`src/rtl/mvma_row_sequencer_if.sv`:
```
// Handshake and datapath-control bundle between the row sequencer and its
// surroundings (upstream stream, x/weight/bias memories, accumulator, downstream).
interface mvma_row_sequencer_if #(
  parameter int XW = 3,
  parameter int WW = 6,
  parameter int BW = 3
);
  logic          s_valid;
  logic          s_ready;
  logic          m_valid;
  logic          m_ready;
  logic          wr_en_x;
  logic [XW-1:0] addr_x;
  logic [WW-1:0] addr_w;
  logic [BW-1:0] addr_b;
  logic          acc_first;
  logic          acc_vld;
  logic          acc_last;
  logic [BW-1:0] row_idx;

  modport master (
    input  s_valid, m_ready,
    output s_ready, m_valid, wr_en_x, addr_x, addr_w, addr_b,
           acc_first, acc_vld, acc_last, row_idx
  );

  modport slave (
    output s_valid, m_ready,
    input  s_ready, m_valid, wr_en_x, addr_x, addr_w, addr_b,
           acc_first, acc_vld, acc_last, row_idx
  );
endinterface

```
`src/rtl/mvma_row_sequencer.sv`:
```
// Buffers one N-element vector, then walks M rows through the shared MAC
// datapath, with accumulator control delayed LAT cycles to meet the products.
module mvma_row_sequencer #(
  parameter int M   = 6,
  parameter int N   = 8,
  parameter int LAT = 2,
  parameter int XW  = $clog2(N),
  parameter int WW  = $clog2(M*N),
  parameter int BW  = $clog2(M)
) (
  input  logic clk,
  input  logic reset,
  mvma_row_sequencer_if.master bus
);
  localparam int DW = (LAT > 1) ? $clog2(LAT) : 1;

  typedef enum logic [1:0] {LOAD, ISSUE, DRAIN, PRESENT} state_t;
  typedef struct packed {
    logic vld;
    logic first;
    logic last;
  } tok_t;

  state_t        state_q, state_d;
  logic [XW-1:0] in_cnt_q, in_cnt_d;
  logic [XW-1:0] k_q, k_d;
  logic [BW-1:0] row_q, row_d;
  logic [DW-1:0] dcnt_q, dcnt_d;
  tok_t          tok_in;
  tok_t          tok_pipe [LAT:1];
  logic          accept, fire;

  // Reset gating keeps the x write strobe quiet while reset is asserted.
  assign bus.s_ready = (state_q == LOAD);
  assign accept      = bus.s_valid & bus.s_ready & reset;
  assign fire        = bus.m_valid & bus.m_ready;
  assign bus.wr_en_x = accept;
  assign bus.m_valid = (state_q == PRESENT);

  // k stays at N-1 through DRAIN/PRESENT so addresses hold stable.
  assign bus.addr_x  = (state_q == LOAD) ? in_cnt_q : k_q;
  assign bus.addr_w  = WW'(row_q) * WW'(N) + WW'(k_q);
  assign bus.addr_b  = row_q;
  assign bus.row_idx = row_q;

  assign bus.acc_vld   = tok_pipe[LAT].vld;
  assign bus.acc_first = tok_pipe[LAT].first;
  assign bus.acc_last  = tok_pipe[LAT].last;

  always_comb begin
    state_d  = state_q;
    in_cnt_d = in_cnt_q;
    k_d      = k_q;
    row_d    = row_q;
    dcnt_d   = dcnt_q;
    tok_in   = '0;
    case (state_q)
      LOAD: begin
        if (accept) begin
          if (in_cnt_q == XW'(N-1)) begin
            in_cnt_d = '0;
            row_d    = '0;
            k_d      = '0;
            state_d  = ISSUE;
          end else begin
            in_cnt_d = in_cnt_q + 1'b1;
          end
        end
      end
      ISSUE: begin
        tok_in = '{vld: 1'b1, first: (k_q == '0), last: (k_q == XW'(N-1))};
        if (k_q == XW'(N-1)) begin
          dcnt_d  = '0;
          state_d = DRAIN;
        end else begin
          k_d = k_q + 1'b1;
        end
      end
      DRAIN: begin
        if (dcnt_q == DW'(LAT-1)) state_d = PRESENT;
        else                      dcnt_d  = dcnt_q + 1'b1;
      end
      PRESENT: begin
        if (fire) begin
          k_d = '0;
          if (row_q == BW'(M-1)) begin
            row_d   = '0;
            state_d = LOAD;
          end else begin
            row_d   = row_q + 1'b1;
            state_d = ISSUE;
          end
        end
      end
      default: state_d = LOAD;
    endcase
  end

  always_ff @(posedge clk or negedge reset) begin
    if (!reset) begin
      state_q  <= LOAD;
      in_cnt_q <= '0;
      k_q      <= '0;
      row_q    <= '0;
      dcnt_q   <= '0;
      for (int i = 1; i <= LAT; i++) tok_pipe[i] <= '0;
    end else begin
      state_q  <= state_d;
      in_cnt_q <= in_cnt_d;
      k_q      <= k_d;
      row_q    <= row_d;
      dcnt_q   <= dcnt_d;
      tok_pipe[1] <= tok_in;
      for (int i = 2; i <= LAT; i++) tok_pipe[i] <= tok_pipe[i-1];
    end
  end
endmodule

```
`src/flat_wrapper.sv`:
```
// flat-port wrapper written by rule: the top's interface ports become plain ports
module mvma_row_sequencer_flat 
#(
  parameter int M   = 6,
  parameter int N   = 8,
  parameter int LAT = 2,
  parameter int XW  = $clog2(N),
  parameter int WW  = $clog2(M*N),
  parameter int BW  = $clog2(M)
)
  (clk, reset, bus_s_valid, bus_m_ready, bus_s_ready, bus_m_valid, bus_wr_en_x, bus_addr_x, bus_addr_w, bus_addr_b, bus_acc_first, bus_acc_vld, bus_acc_last, bus_row_idx);
  mvma_row_sequencer_if #(.XW(XW), .WW(WW), .BW(BW)) bus_i ();
  input  logic clk;
  input  logic reset;
  input wire logic [$bits(bus_i.s_valid)-1:0] bus_s_valid;
  input wire logic [$bits(bus_i.m_ready)-1:0] bus_m_ready;
  output wire logic [$bits(bus_i.s_ready)-1:0] bus_s_ready;
  output wire logic [$bits(bus_i.m_valid)-1:0] bus_m_valid;
  output wire logic [$bits(bus_i.wr_en_x)-1:0] bus_wr_en_x;
  output wire logic [$bits(bus_i.addr_x)-1:0] bus_addr_x;
  output wire logic [$bits(bus_i.addr_w)-1:0] bus_addr_w;
  output wire logic [$bits(bus_i.addr_b)-1:0] bus_addr_b;
  output wire logic [$bits(bus_i.acc_first)-1:0] bus_acc_first;
  output wire logic [$bits(bus_i.acc_vld)-1:0] bus_acc_vld;
  output wire logic [$bits(bus_i.acc_last)-1:0] bus_acc_last;
  output wire logic [$bits(bus_i.row_idx)-1:0] bus_row_idx;
  assign bus_i.s_valid = bus_s_valid;
  assign bus_i.m_ready = bus_m_ready;
  assign bus_s_ready = bus_i.s_ready;
  assign bus_m_valid = bus_i.m_valid;
  assign bus_wr_en_x = bus_i.wr_en_x;
  assign bus_addr_x = bus_i.addr_x;
  assign bus_addr_w = bus_i.addr_w;
  assign bus_addr_b = bus_i.addr_b;
  assign bus_acc_first = bus_i.acc_first;
  assign bus_acc_vld = bus_i.acc_vld;
  assign bus_acc_last = bus_i.acc_last;
  assign bus_row_idx = bus_i.row_idx;
  mvma_row_sequencer #(.M(M), .N(N), .LAT(LAT), .XW(XW), .WW(WW), .BW(BW)) u_core (.clk(clk), .reset(reset), .bus(bus_i));
endmodule
```
`config.mk`:
```
export PLATFORM = sky130hd
export DESIGN_NAME = mvma_row_sequencer_flat
export DESIGN_NICKNAME = d
export VERILOG_FILES = /design/src/rtl/mvma_row_sequencer_if.sv /design/src/rtl/mvma_row_sequencer.sv /design/src/flat_wrapper.sv
export SDC_FILE = /design/constraint.sdc
export NUM_CORES = 1
export LEC_CHECK = 0
export ABC_CLOCK_PERIOD_IN_PS = 5400
export CORE_MARGIN = 8
export CORE_UTILIZATION = 27
export CTS_CLUSTER_SIZE = 14
export DETAILED_ROUTE_END_ITERATION = 8
export HOLD_SLACK_MARGIN = 0.05
export PLACE_DENSITY = 0.47
export SKIP_CTS_REPAIR_TIMING = 1
export SLEW_MARGIN = 10
export SYNTH_ARGS = -nofsm -noshare
export SYNTH_HDL_FRONTEND = slang
export SYNTH_SLANG_ARGS = --single-unit
```
`constraint.sdc`:
```
create_clock -name clk -period 5.4 [get_ports clk]
set_clock_uncertainty 0.15 [all_clocks]
set_input_delay 1.08 -clock clk [delete_from_list [all_inputs] [get_ports clk]]
set_output_delay 1.08 -clock clk [all_outputs]
set_load 0.005 [all_outputs]
```
Yosys cells after proc, flatten, opt, wreduce, memory -nomap -nowiden
Index checks and enable logic that the tools add are counted.
{"block": "word_totals", "register_bits": 18, "inputBits": 4}
{"block": "op_classes", "mux": 21, "reduce_logical": 10, "addsub": 5, "n_eq_ne": 12, "bitwise_logic": 3}
{"op": "2-to-1 mux 3 bit", "n": 9}
{"op": "2-to-1 mux 2 bit", "n": 5}
{"op": "AND reduction 5 bit", "n": 2}
{"op": "adder 3 x 1 -> 3 bit, second input constant", "n": 3}
{"op": "== test 3 bit, second input constant", "n": 3}
{"op": "one-hot mux 3 bit (3 select lines)", "n": 1}
{"op": "inequality test 2 bit, second input constant", "n": 4}
{"op": "one-hot mux 2 bit (4 select lines)", "n": 1}
{"op": "adder 6 x 3 -> 6 bit", "n": 1}
{"op": "one-hot mux 3 bit (2 select lines)", "n": 1}
{"op": "== test 2 bit, second input constant", "n": 2}
{"op": "inequality test 2 x 1 -> 1 bit, second input constant", "n": 2}
{"op": "AND reduction 2 bit", "n": 2}
{"op": "AND reduction 4 bit", "n": 1}
{"op": "nonzero test 2 bit", "n": 2}
{"op": "bitwise AND 1 bit", "n": 3}
{"op": "logical NOT 3 bit", "n": 1}
{"op": "2-to-1 mux 1 bit", "n": 3}
{"op": "nonzero test 3 bit", "n": 1}
{"op": "== test 2 x 1 -> 1 bit, second input constant", "n": 1}
{"op": "logical NOT 2 bit", "n": 1}
{"op": "one-hot mux 1 bit (2 select lines)", "n": 1}
{"op": "adder 1 bit, second input constant", "n": 1}

Longest topological paths before layout
{"block": "logic_depth", "word_depth": 5, "ltp_mapped": 6, "ltp_nobuf": 6}

Worst setup path after synthesis
Ideal clock, no wire load.
{"block": "synth_timing", "path_kind": "input to output", "from": "in reset", "to": "out bus_wr_en_x", "t_required_ps": 4170, "path_slack_ps": 2855, "t_arrival_ps": 1315, "path_buffers": 0, "cell_stages": 2, "cell_sequence": "nand3_1 -> inv_1"}
{"block": "synth_via", "elab_chain_cells": 1}
{"element": "from (decl)", "line": "flat_wrapper.sv:14", "source": "input logic reset;"}
{"element": "bitwise AND 1 bit", "line": "mvma_row_sequencer.sv:35", "source": "assign accept = bus.s_valid & bus.s_ready & reset;"}
{"element": "to (decl)", "line": "flat_wrapper.sv:19", "source": "output wire logic [$bits(bus_i.wr_en_x)-1:0] bus_wr_en_x;"}
Every way passes these cells.

Final worst setup path
Same ends and word-level chain as after synthesis.

==> key figures <==
Pwr
  • Peak VDD IR: 156 uV
  • P_leak: 0.600 nW
  • Total power: 0.660 mW
  • Pwr Density: 501 nW/um2

STA
  • RSZ-0062 raised after global routing: no
  • Setup-failing EPs final: 0
  • Fmax: 0.260 GHz
  • Rel. slew slack: 0.689
  • Period utilization: 0.712
  • Max Transition Viols Final: 0
  • Slew @ Worst Pin: 0.466 ns
  • Final hold vios: 0
  • Setup TNS: 0 ns
  • Minimum clock period: 3.85 ns

Synthesis
  • Syn_nets: 109
  • Sequential share of the synthesized area: 0.447
  • Synth top cells by count: 18 x dfrtp_1, 10 x ha_1, 8 x nand2_1
  • Avg Inst Size Synth: 10.6 um2
  • Post-synth cell types: 30
  • Leading area contributor after synthesis: dfrtp_1
  • Most frequent cell after synthesis: dfrtp_1
  • Syn. warnings: 0
  • Synth top area cells: dfrtp_1 45%, ha_1 12%, buf_4 5.2%
  • Post-synth EDFFs: 0
  • Async S/R FF share, synth: 1.00
  • Mapped Cells: 95
  • Synth Area in Adders: 0.124
  • Simple-Gate Fraction of Synth Area: 0.160
  • Post-synth design cell area: 1010 um2
  • Synth Area in Compound Gates: 0.133
  • Seq cells post-synth: 18
  • Largest family of logic cells by synthesized area: simple AND/OR/NAND/NOR gates
  • Mux share of post-synthesis cell area: 0.0571
  • Ys flop type: dfrtp_1
  • Synth Area in XOR/XNOR: 0
  • Synth top area share: 0.447

Cells and area
  • Area grow syn2layout: 30.8%
  • Share of post-route cells with drive strength above 1: 0.120
  • Multi-input logic area: 478 um2
  • NumNets Final: 132
  • Register area: 450 um2
  • Final std cells w/o fill: 165
  • Fin area: 1320 um2
  • Fill cells: 383
  • Antenna Cells: 0

Place
  • GPL Wtd Cong: 0.729
  • Area after DPL: 1260 um2
  • Placed Cells: 161
  • Port-buffer cells: 24
  • DPL Wire Length: 1660 um

Setup path
  • Critical Path Source Type: input pin
  • Buffers and inverters on the worst path: 4
  • Critical-path cell list: clkdlybuf4s50_1 > buf_4 > nand3_1 > inv_1 > clkdlybuf4s50_1
  • Critical path required time: 4.17 ns
  • Crit Path Max Fanout: 21
  • Crit path largest cell delay: 0.50 ns
  • Crit. End Element: output port
  • Setup slack, reg-to-reg: 3.40 ns
  • Most used cell, CP: clkdlybuf4s50_1
  • Critical setup path kind: input pin to output port
  • CP max-delay cell: clkdlybuf4s50_1
  • CP top delay family: buffers and inverters
  • Arr. time, crit path: 2.62 ns

Die
  • Std cell rows: 22
  • I/O pin total: 25
  • CORE AREA: 3630 um2
  • Initial core utilization: 0.277
  • Die ar.: 5940 um2
  • DIE HEIGHT: 77.1 um
  • Die width: 77.1 um

Clocking
  • Clock Pin Slew Worst Setup and Hold Paths: 0.07 ns
  • CTS tree: done
  • Sinks on the clock net: 18
  • Clock latency at the later pin of the worst-skew pair: 0.25 ns
  • CTS H-Tree Depth: 1
  • Root Driver: clkbuf_8
  • CTS max path bufs: 2
  • TritonCTS buffer count: 3

GRT
  • Largest net degree at the start of global routing: 22
  • First-pass GRT wire length: 3710 um
  • Antenna violations before repair: 0
  • Vias in the first global route: 773
  • GRT Residual Overflow: 0
  • Total Routing Usage GR: 0.0769

Status
  • Run status: finished, final reports clean

Drt
  • Post-route DRC: 0
  • Detail-routed net length per standard cell: 12.8 um
  • Via Count: 739
  • 1st-pass router iterations: 4
  • Initial drt markers: 23
  • Antenna Violating Nets Remaining: 0
  • Final WL: 2110 um
  • Via density: 4.48

Flow run
  • Max Cap Viol: 0

Min path
  • Worst Hold Class: flop to flop
## cell type report
cell class	instances	area share
timing repair buffer	25	0.188
clock buffer	4	0.0418
sequential	18	0.342
inverter	7	0.0199
multi-input combinational	63	0.363
tap	48	0.0456
## cell usage in the layout, fill, tap and decap left out, drive strengths merged
cell | Yosys | routed
clkdlybuf4s50 | 0 | 24
mux2 | 3 | 3
a21oi | 3 | 3
clkbuf | 0 | 4
o21ai | 9 | 9
buf | 7 | 1
a22o | 1 | 1
o211ai | 2 | 2
ha | 10 | 10
inv | 7 | 7
and3b | 1 | 1
dfrtp | 18 | 18
a41oi | 1 | 1
and2 | 2 | 2
nor3b | 1 | 1
nor2b | 2 | 2
o22a | 1 | 1
nor2 | 3 | 3
nor3 | 1 | 1
nand3 | 5 | 5
mux2i | 2 | 2
nand2 | 8 | 8
nand2b | 1 | 1
and3 | 1 | 1
a211o | 1 | 1
a21o | 2 | 2
nand3b | 2 | 2
nand4 | 1 | 1
## path summary, 6_finish.rpt
check,from,to,depth (start not counted)
setup / recovery,reset,bus_wr_en_x,5
min in group asynchronous,reset,u_core.k_q[0],2
setup reg to reg,u_core.state_q[0],u_core.bus.addr_b[1],6
hold reg to reg,u_core.tok_pipe[0],u_core.bus.acc_last,0
max in group asynchronous,reset,u_core.in_cnt_q[1],2
hold / removal,u_core.tok_pipe[0],u_core.bus.acc_last,0
## flip-flops by register name, summed over array words and instances, names as in the netlist
register / count
u_core.bus.addr_b: 3
u_core.k_q: 3
u_core.state_q: 2
u_core.bus.acc_vld: 1
u_core.tok_pipe: 3
u_core.bus.acc_first: 1
u_core.in_cnt_q: 3
u_core.dcnt_q: 1
u_core.bus.acc_last: 1
## cells by family after synthesis
logic type | Yosys count
buffers and inverters | 14
flip-flops | 18
AND/OR/NAND/NOR | 28
AO/OA/AOI/OAI | 20
adder cells (fa/ha/maj) | 10
multiplexers | 5
## report_power, final
part / leakage, nW / switching, mW / internal, mW
clock network: 0.0288 / 0.0429 / 0.0647
logic: 0.339 / 0.148 / 0.178
registers: 0.233 / 0.0449 / 0.181
total: 0.600 / 0.236 / 0.424
## metrics by stage
stage	utilization	setup slack, ns	hold WS (ns)
final	0.363	1.55	0.198
after global routing	0.363	1.40	0.214
after CTS	0.363	1.52	0.201
after detailed placement	0.347	1.52	0.186
after global placement	0.347	1.54	0.183
after floorplan	-	2.86	0.181
## layer usage
metal / vias up / share of wire / routed length, um / GRT usage
met2: 17 / 0.45 / 960 / 0.116
met1: 351 / 0.44 / 933 / 0.0864
met4: 0 / 0.030 / 63 / 0.0566
li1: 367 / - / - / -
met5: - / 0 / 0 / 0
met3: 4 / 0.072 / 152 / 0.0303
Note: power is estimated with default switching activity, not from simulation.
